--- src/rtl/conv_enc_stream.sv ---
// Rate-1/2 feed-forward convolutional encoder (K, G0, G1 parametrised) with optional zero-tail flush.
// One-deep registered output: 1-cycle latency; input and tail both stall while the output slot is held.
module conv_enc_stream #(
    parameter int             K       = 3,
    parameter logic [K-1:0]   G0      = 3'b111,
    parameter logic [K-1:0]   G1      = 3'b101,
    parameter bit             TAIL_EN = 1'b1,
    parameter int             CNT_W   = 16
) (
    input  logic             clk,
    input  logic             reset_n,
    input  logic             load,
    input  logic [K-2:0]     seed,
    input  logic             in_valid,
    output logic             in_ready,
    input  logic             in_data,
    input  logic             in_last,
    output logic             out_valid,
    input  logic             out_ready,
    output logic [1:0]       out_data,
    output logic             out_last,
    output logic             busy,
    output logic [CNT_W-1:0] sym_count
);

    localparam int TW = $clog2(K);
    localparam logic [0:0] ST_DATA = 1'b0;
    localparam logic [0:0] ST_TAIL = 1'b1;

    logic [0:0]       state_q, state_d;
    logic [TW-1:0]    tcnt_q, tcnt_d;
    logic [K-2:0]     sr_q, sr_d;
    logic             out_valid_q, out_valid_d;
    logic [1:0]       out_data_q, out_data_d;
    logic             out_last_q, out_last_d;
    logic [CNT_W-1:0] cnt_q, cnt_d;

    logic         slot_free;
    logic         accept;
    logic         tail_step;
    logic         enc_bit;
    logic [K-1:0] win;
    logic [1:0]   sym;

    assign slot_free = !out_valid_q || out_ready;
    assign in_ready  = reset_n && (state_q == ST_DATA) && slot_free && !load;
    assign accept    = in_valid && in_ready;
    assign tail_step = (state_q == ST_TAIL) && slot_free;

    // Tail symbols encode a forced zero so the history drains to all-zero.
    assign enc_bit = (state_q == ST_TAIL) ? 1'b0 : in_data;
    assign win     = {enc_bit, sr_q};
    assign sym     = {^(win & G1), ^(win & G0)};

    always_comb begin
        state_d     = state_q;
        tcnt_d      = tcnt_q;
        sr_d        = sr_q;
        out_valid_d = out_valid_q;
        out_data_d  = out_data_q;
        out_last_d  = out_last_q;

        if (out_valid_q && out_ready) begin
            out_valid_d = 1'b0;
        end

        if (accept) begin
            sr_d        = {in_data, sr_q[K-2:1]};
            out_valid_d = 1'b1;
            out_data_d  = sym;
            out_last_d  = in_last && !TAIL_EN;
            if (in_last && TAIL_EN) begin
                state_d = ST_TAIL;
                tcnt_d  = TW'(K - 1);
            end
        end else if (tail_step) begin
            sr_d        = {1'b0, sr_q[K-2:1]};
            out_valid_d = 1'b1;
            out_data_d  = sym;
            out_last_d  = (tcnt_q == TW'(1));
            tcnt_d      = tcnt_q - TW'(1);
            if (tcnt_q == TW'(1)) begin
                state_d = ST_DATA;
            end
        end else if (load && (state_q == ST_DATA)) begin
            sr_d = seed;
        end
    end

    // Frame counter restarts on the handshake of the frame's closing symbol.
    always_comb begin
        cnt_d = cnt_q;
        if (out_valid_q && out_ready) begin
            if (out_last_q) begin
                cnt_d = '0;
            end else if (cnt_q != {CNT_W{1'b1}}) begin
                cnt_d = cnt_q + CNT_W'(1);
            end
        end
    end

    always_ff @(posedge clk or negedge reset_n) begin
        if (!reset_n) begin
            state_q     <= ST_DATA;
            tcnt_q      <= '0;
            sr_q        <= '0;
            out_valid_q <= 1'b0;
            out_data_q  <= '0;
            out_last_q  <= 1'b0;
            cnt_q       <= '0;
        end else begin
            state_q     <= state_d;
            tcnt_q      <= tcnt_d;
            sr_q        <= sr_d;
            out_valid_q <= out_valid_d;
            out_data_q  <= out_data_d;
            out_last_q  <= out_last_d;
            cnt_q       <= cnt_d;
        end
    end

    assign out_valid = out_valid_q;
    assign out_data  = out_data_q;
    assign out_last  = out_last_q;
    assign sym_count = cnt_q;
    assign busy      = (state_q == ST_TAIL) || out_valid_q;

endmodule
--- config.mk ---
export PLATFORM = sky130hd
export DESIGN_NAME = conv_enc_stream
export DESIGN_NICKNAME = d
export VERILOG_FILES = /design/src/rtl/conv_enc_stream.sv
export SDC_FILE = /design/constraint.sdc
export NUM_CORES = 1
export LEC_CHECK = 0
export ABC_AREA = 1
export BUFFER_PORTS_ARGS = -buffer_cell sky130_fd_sc_hd__buf_2
export CORE_MARGIN = 2
export CORE_UTILIZATION = 30
export DETAILED_ROUTE_END_ITERATION = 12
export PLACE_DENSITY = 0.53
export RECOVER_POWER = 25
export SETUP_SLACK_MARGIN = 0.05
export SYNTH_ARGS = -nofsm -noshare
export SYNTH_HDL_FRONTEND = slang
export SYNTH_SLANG_ARGS = --single-unit
--- constraint.sdc ---
create_clock -name clk -period 1.3 [get_ports clk]
set_input_delay 0.065 -clock clk [delete_from_list [all_inputs] [get_ports clk]]
set_output_delay 0.065 -clock clk [all_outputs]
set_load 0.02 [all_outputs]
==> results.json, run 1 <==
{
  "drc": 0,
  "synth_area_sq_um": 1510,
  "placed_area_sq_um": 2100,
  "vias": 1617,
  "drv_cap": 0,
  "finalHoldViolCount": 0,
  "layout_commonest_cell": "nand2_1",
  "worstSetupStartpointType": "flip-flop",
  "portBuffers": 30,
  "syn_nets": 222,
  "ios": 31,
  "cts_tree": "built",
  "slew_headroom_pct": 57.8,
  "die_h_um": 74.9,
  "grt_pass1_vias": 1599,
  "final_area_sq_um": 2360,
  "initial_core_util_pct": 31.5,
  "grt_pass1_wl_um": 7100,
  "final.min_clock_period_ns": 1.37,
  "path_clk_slew_ns": 0.09,
  "grt_usage_pct": 16.3,
  "dr_wl_met3_um": 134,
  "syn2layout_area_growth_pct": 57.0,
  "drt-pass1-iter-count": 4,
  "wl_per_cell_um": 11.6,
  "wl_met2_um": 2140,
  "endpoint_kind": "flip-flop",
  "htreeDepth": 1,
  "avgViaCountPerCell": 4.45,
  "worstPathMaxFanout": 4,
  "dp_worst_setup_slack_ns": -0.112,
  "grt_overflow": 0,
  "drive_gt1_share_pct": 44.3,
  "leakage_uw": 0.00118,
  "nNetsFinal": 308,
  "rows": 25,
  "synthTopCellsByArea": "dfrtp_1 42%, nand2_1 19%, inv_1 6.0%, nand3_1 5.6%, nor2_1 5.5%",
  "yosys_warnings": 0,
  "die_w_um": 74.9,
  "clockBufferDepth": 2,
  "min_path_type": "in -> reg",
  "rsz0062_at_grt": "true",
  "synth_seq_cells": 25,
  "worstPathCellList": "ha_4, nand2_4, nor2_4, buf_4, or2_2, nand3_1, o21ai_1",
  "top_layer_used": "met4",
  "worst_pin_slew_ns": 0.634,
  "design.die.area_sq_um": 5600,
  "critPathKind": "reg -> reg",
  "hpwl_um": 3180,
  "finalCritPeriodShare_pct": 106,
  "core_area_sq_um": 4790,
  "antenna-diode-count": 0,
  "seq_area_frac_synth_pct": 41.5,
  "crit_start": "sym_count[0]",
  "ys_types": 21,
  "power.total_uw": 3430,
  "critPathRequiredTime_ns": 1.47,
  "setup-violations-final": 17,
  "numCtsBuffers": 3,
  "r2r_start": "sym_count[0]",
  "violations": "negative setup slack",
  "wl_met1_um": 1900,
  "antenna_found_initial": 0,
  "slowest_delay_ns": 0.44,
  "synth_top_cell_area_share_pct": 41.5,
  "finalClockSkew_ns": 0.00418,
  "grt_max_degree": 26,
  "setup_ws_ns": -0.0743,
  "synth_top_cell_by_area": "dfrtp_1",
  "wl_um": 4200,
  "drv_slew": 0,
  "clk_latency_ns": 0.27,
  "globalplace.congestion": 0.785,
  "syn_area_per_cell_sq_um": 7.14,
  "ant_nets": 0,
  "vdd_drop_max_mv": 1.31,
  "worstHoldStart": "seed[0]",
  "cts.sinks": 25,
  "root_buffer": "clkbuf_8",
  "first_iter_violations": 53,
  "syn_inst": 211,
  "status": "finished, violations left",
  "clock.fmax_mhz": 728,
  "powerDensity_nw_per_um2": 1450,
  "final_cell_mix": "64 x nand2_1, 43 x buf_4, 26 x buf_2",
  "critPathSlowestCell": "dfrtp_2",
  "crit_arrival_ns": 1.54
}
-- final cells by class --
type                            count  area (sq um)
Timing Repair Buffer               82           584
Sequential cell                    25           632
Tap cell                           67          83.8
Clock buffer                        3          41.3
Multi-Input combinational cell    161           926
Inverter                           24          92.6
Clock inverter                      1          5.00
Fill cell                         491          2420
-- per-layer routing --
layer | global-route usage (%) | vias to the layer above
met5 | 0 | -
met4 | 1.79 | 0
met3 | 2.81 | 2
met2 | 30.3 | 31
met1 | 20.4 | 743
li1 | - | 841
-- critical path, delay by kind of cell, from the launching register on --
kind	cells	cell delay, ns
compound gates	1	0.06
fa+ha+maj	1	0.18
buf+inv	1	0.14
flops	1	0.44
simple gates	4	0.45
-- registers in the layout (all words and copies together), names as in the netlist --
name	cells
out_last	1
sr_q	2
sym_count	16
out_valid	1
state_q	1
tcnt_q	2
out_data	2
-- report_power, final --
group,switching [uW],total (uW),internal [uW],leakage [uW]
Sequential,156,1130,976,0.000322
Combinational,968,1820,855,0.000833
Clock,262,476,215,0.0000255
-- cells by family after synthesis --
family,Yosys count,synth area share [%]
AND/OR/NAND/NOR,132,38.6
buffers and inverters,25,6.73
flip-flops,25,41.5
AO/OA/AOI/OAI,21,7.97
XOR/XNOR,6,3.49
adder cells (fa/ha/maj),2,1.66
-- worst paths after layout --
path                                end  cells after the start  slack, ns
setup / recovery           sym_count[4]                      7      -0.07
hold / removal                  sr_q[0]                      3       0.05
setup reg to reg           sym_count[4]                      7      -0.07
hold reg to reg             out_data[1]                      2       0.48
max in group asynchronous     out_valid                      3       0.22
min in group asynchronous  sym_count[2]                      3       0.62
-- metrics by stage --
stage	hold WS, ns	TNS, ns	util (%)	std cells
2_1_floorplan	-0.231	-2.54	-	211
3_3_place_gp	0.147	-0.878	43.9	352
3_5_place_dp	0.146	-1.16	43.9	352
4_1_cts	0.0488	-0.778	46.9	361
5_1_grt	0.0778	-2.45	49.4	363
6_report	0.0537	-0.760	49.4	363
-- repair_timing --
item | CTS | global route
setup endpoints to repair | 24 | 25
endpoints found under the hold margin | 25 | 0
pin swaps | 4 | 12
setup buffers | 4 | 2
hold buffers | 1 | 0
resized for setup | 28 | 36
-- cells in the mapped netlist --
master,count
nand2_1,77
dfrtp_1,25
inv_1,24
nor2_1,22
nand3_1,17
o21ai_0,14
nand4_1,5
a21oi_1,4
nor2_4,3
xnor2_1,3
xor2_1,3
ha_1,2
nand2_2,2
nor3_1,2
or2_2,2
buf_6,1
nand3_4,1
nand3b_1,1
o21ai_1,1
o21bai_4,1
o22ai_1,1
(Power assumes the default switching activity.)
==> run 2: changes to the inputs <==
- PLACE_DENSITY: 0.53 -> not set
- PLACE_DENSITY_LB_ADDON: not set -> 0.05
==> results.json, run 2 (same netlist as run 1, synthesis figures left out) <==
{
  "portBuffers": 30,
  "clockBufferDepth": 2,
  "drive_gt1_share_pct": 43.5,
  "finalClockSkew_ns": 0.00182,
  "ios": 31,
  "setup-violations-final": 17,
  "setup_ws_ns": -0.0988,
  "critPathSlowestCell": "dfrtp_2",
  "grt_max_degree": 26,
  "violations": "negative setup slack",
  "rsz0062_at_grt": "true",
  "nNetsFinal": 313,
  "powerDensity_nw_per_um2": 1500,
  "vias": 1613,
  "numCtsBuffers": 3,
  "status": "finished, violations left",
  "antenna_found_initial": 0,
  "holdPathStages": 3,
  "rows": 25,
  "ant_nets": 0,
  "crit_arrival_ns": 1.60,
  "min_path_type": "in -> reg",
  "avgViaCountPerCell": 4.38,
  "reg2reg_depth": 8,
  "first_iter_violations": 44,
  "critPathKind": "reg -> reg",
  "die_w_um": 74.9,
  "vdd_drop_max_mv": 1.06,
  "cts_tree": "built",
  "drv_cap": 0,
  "clk_latency_ns": 0.27,
  "drt-pass1-iter-count": 4,
  "die_h_um": 74.9,
  "layout_commonest_cell": "nand2_1",
  "wl_per_cell_um": 11.9,
  "design.die.area_sq_um": 5600,
  "initial_core_util_pct": 31.5,
  "grt_usage_pct": 17.1,
  "final.min_clock_period_ns": 1.40,
  "wl_um": 4380,
  "slowest_delay_ns": 0.40,
  "syn2layout_area_growth_pct": 58.9,
  "crit_family": "flip-flops",
  "grt_pass1_vias": 1561,
  "worstPathCellList": "ha_4, nand2_4, nor2_4, nand3_4, o21bai_4, buf_6, nand2_1, o21ai_2",
  "endpoint_kind": "flip-flop",
  "worstPathMaxFanout": 10,
  "drc": 0,
  "globalplace.congestion": 0.778,
  "power.total_uw": 3580,
  "leakage_uw": 0.00120,
  "r2r-end": "sym_count[0]",
  "r2r_start": "sym_count[0]",
  "final_cell_mix": "68 x nand2_1, 49 x buf_4, 27 x buf_2",
  "holdWs_ns": 0.0454,
  "largest_reg_flops": 16,
  "core_area_sq_um": 4790,
  "worstSetupStartpointType": "flip-flop",
  "finalHoldViolCount": 0,
  "dp_worst_setup_slack_ns": -0.146,
  "root_buffer": "clkbuf_8",
  "hold_path_end": "sr_q[0]",
  "grt_pass1_wl_um": 7220,
  "clock.fmax_mhz": 715,
  "path_clk_slew_ns": 0.09,
  "cts.sinks": 25,
  "reg2reg_setup_slack_ns": -0.1,
  "antenna-diode-count": 0,
  "finalCritPeriodShare_pct": 108,
  "grt_overflow": 0,
  "worst_pin_slew_ns": 0.649,
  "path_buf_inv": 1,
  "worstHoldStart": "seed[0]",
  "slew_headroom_pct": 56.7,
  "critPathRequiredTime_ns": 1.50,
  "htreeDepth": 1,
  "drv_slew": 0,
  "hpwl_um": 3290
}
## run 2: cell count changes in the layout (fill, tap and decap cells not counted), moves of 3 or more
cell | before | now
buf_6 | 10 | 7
nand2_1 | 64 | 68
buf_4 | 43 | 49
nand2_2 | 11 | 7
## run 2: what timing repair did
action / 4_1_cts / 5_1_grt
hold buffers: 1 / 0
cloned: 1 / 0
endpoints found under the setup margin: 24 / 26
resized for setup: 15 / 40
setup buffers: 7 / 2
pin swaps: 3 / 14
hold endpoints to repair: 25 / 0
## run 2: area by class of cell
cell class	instances	area, sq um
timing repair buffer	87	616
clock inverter	1	7.51
fill	500	2390
inverter	24	92.6
sequential	25	632
tap	67	83.8
multi-input combinational	161	921
clock buffer	3	41.3
## run 2: metrics by stage
stage	area, sq um	utilization (%)	TNS, ns	std cells
3_5_place_dp	2140	44.8	-1.21	356
6_report	2390	50.0	-1.24	368
5_1_grt	2390	50.0	-2.85	368
4_1_cts	2320	48.4	-1.37	369
3_3_place_gp	2140	44.8	-0.881	356
2_1_floorplan	1540	-	-2.54	211
## run 2: layer usage
layer	share of wire, %	track usage (%)
met1	43	21.3
met5	0	0
met3	3.1	3.21
met2	53	31.1
met4	0.57	2.78
## run 2: how the worst max path moves through the flow
| stage | to | depth (start not counted) | start | slack, ns |
|---|---|---|---|---|
| 2_1_floorplan | sym_count[2] | 7 | sym_count[1] | -0.22 |
| 3_3_place_gp | sym_count[0] | 9 | sym_count[1] | -0.11 |
| 3_5_place_dp | sym_count[0] | 9 | sym_count[1] | -0.15 |
| 4_1_cts | sym_count[0] | 9 | sym_count[1] | -0.11 |
| 5_1_grt | sym_count[1] | 10 | sym_count[0] | -0.19 |
| 6_report | sym_count[0] | 8 | sym_count[0] | -0.1 |
## run 2: worst reg2reg max path: cells and delay by family (launching register included)
kind                     cells  cell delay, ns
AO/OA/AOI/OAI                2            0.24
AND/OR/NAND/NOR              4            0.38
buffers and inverters        1            0.16
flip-flops                   1            0.40
adder cells (fa/ha/maj)      1            0.15
## run 2: power breakdown
group / total [uW] / internal (uW) / switching [uW]
Combinational: 1960 / 959 / 999
Sequential: 1140 / 971 / 166
Clock: 486 / 217 / 269
Total: 3580 / 2150 / 1430
==> run 3: changes to the inputs <==
- PLACE_DENSITY_LB_ADDON: 0.05 -> 0.25
==> results.json, run 3 (same netlist as run 1, synthesis figures left out) <==
{
  "use_met2_pct": 27.1,
  "worst_pin_slew_ns": 0.642,
  "clock.fmax_mhz": 717,
  "layout_commonest_cell": "nand2_1",
  "die_w_um": 74.9,
  "wl_um": 4070,
  "min_path_type": "in -> reg",
  "syn2layout_area_growth_pct": 52.0,
  "final.min_clock_period_ns": 1.40,
  "setup-violations-final": 17,
  "nNetsFinal": 303,
  "grt_usage_pct": 15.5,
  "hpwl_um": 3150,
  "grt_overflow": 0,
  "critPathKind": "reg -> reg",
  "antenna_found_initial": 0,
  "leakage_uw": 0.00115,
  "final_area_sq_um": 2290,
  "powerDensity_nw_per_um2": 1450,
  "numCtsBuffers": 3,
  "met1_usage_pct": 20.1,
  "finalClockSkew_ns": 0.00706,
  "ant_nets": 0,
  "status": "finished, violations left",
  "final_cell_mix": "73 x nand2_1, 41 x buf_4, 28 x buf_2",
  "vias": 1611,
  "cts_tree": "built",
  "design.die.area_sq_um": 5600,
  "path_clk_slew_ns": 0.10,
  "core_area_sq_um": 4790,
  "root_buffer": "clkbuf_8",
  "first_iter_violations": 55,
  "die_h_um": 74.9,
  "violations": "negative setup slack",
  "placed_area_sq_um": 2090,
  "wl_per_cell_um": 11.4,
  "finalHoldViolCount": 0,
  "worstSetupStartpointType": "flip-flop",
  "endpoint_kind": "flip-flop",
  "grt_max_degree": 26,
  "drive_gt1_share_pct": 40.2,
  "drt-pass1-iter-count": 4,
  "drc": 0,
  "worstPathMaxFanout": 19,
  "holdPathStages": 3,
  "crit_arrival_ns": 1.59,
  "antenna-diode-count": 0,
  "portBuffers": 30,
  "htreeDepth": 1,
  "slew_headroom_pct": 57.2,
  "largest_reg_flops": 16,
  "cts.sinks": 25,
  "rows": 25,
  "vdd_drop_max_mv": 1.02,
  "initial_core_util_pct": 31.5,
  "grt_pass1_wl_um": 6580,
  "reg2reg_depth": 8,
  "busiest_layer": "met2",
  "grt_pass1_vias": 1503,
  "avgViaCountPerCell": 4.50,
  "clk_latency_ns": 0.28,
  "grtUsageMet3_pct": 3.48,
  "ios": 31,
  "rsz0062_at_grt": "true",
  "drv_slew": 0,
  "critPathRequiredTime_ns": 1.50,
  "dp_worst_setup_slack_ns": -0.133,
  "setup_ws_ns": -0.0956,
  "clockBufferDepth": 2,
  "drv_cap": 0,
  "finalCritPeriodShare_pct": 107,
  "globalplace.congestion": 0.744
}
## run 3: cell count changes in the layout (fill, tap and decap cells not counted), sizes merged
cell and delta:
clkinvlp -1, buf -10, clkinv +1
## run 3: report_power, final
part           switching, uW  internal (uW)  leakage (uW)  total [uW]
registers                161            973      0.000322        1130
clock network            266            215     0.0000255         481
logic                    935            776      0.000799        1710
total                   1360           1960       0.00115        3330
## run 3: worst paths after layout
kind / from / end / slack (ns)
max in group asynchronous: reset_n / out_valid / 0.23
setup / recovery: sym_count[1] / sym_count[5] / -0.1
hold reg to reg: out_data[1] / out_data[1] / 0.49
hold / removal: seed[0] / sr_q[0] / 0.07
setup reg to reg: sym_count[1] / sym_count[5] / -0.1
min in group asynchronous: reset_n / sym_count[3] / 0.61
## run 3: layout make-up
type | instances | area (sq um)
Fill cell | 482 | 2500
Multi-Input combinational cell | 161 | 906
Timing Repair Buffer | 77 | 532
Clock buffer | 3 | 41.3
Inverter | 24 | 90.1
Clock inverter | 1 | 5.00
Sequential cell | 25 | 632
Tap cell | 67 | 83.8
## run 3: stage by stage
stage	TNS, ns	hold slack, ns	cells	total power (uW)	utilization, %
detailed placement	-1.12	0.134	349	2650	43.7
global placement	-0.599	0.138	349	2630	43.7
global route	-2.46	0.110	358	3590	47.8
finish	-0.890	0.0732	358	3330	47.8
floorplan	-2.54	-0.231	211	1980	-
CTS	-1.08	0.0554	356	3200	45.8
## run 3: layer usage
layer / part of all wire [%] / vias to the layer above
met3: 3.3 / 2
met1: 47 / 752
met2: 49 / 24
met4: 0.52 / 0
li1: - / 833
met5: 0 / -
## run 3: what timing repair did
item	4_1_cts	5_1_grt
setup buffers	2	2
setup endpoints to repair	23	23
resized for setup	11	31
gates cloned	0	0
hold buffers	1	0
hold endpoints to repair	25	0
pin swaps	5	8
## run 3: critical path: stages, from the launching register on
cell and delay (ns):
dfrtp_2 0.40, ha_4 0.15, nand2_4 0.06, nor2_4 0.14
nand3_4 0.10, o21bai_4 0.16, buf_12 0.16, nand2_1 0.06
o21ai_1 0.08
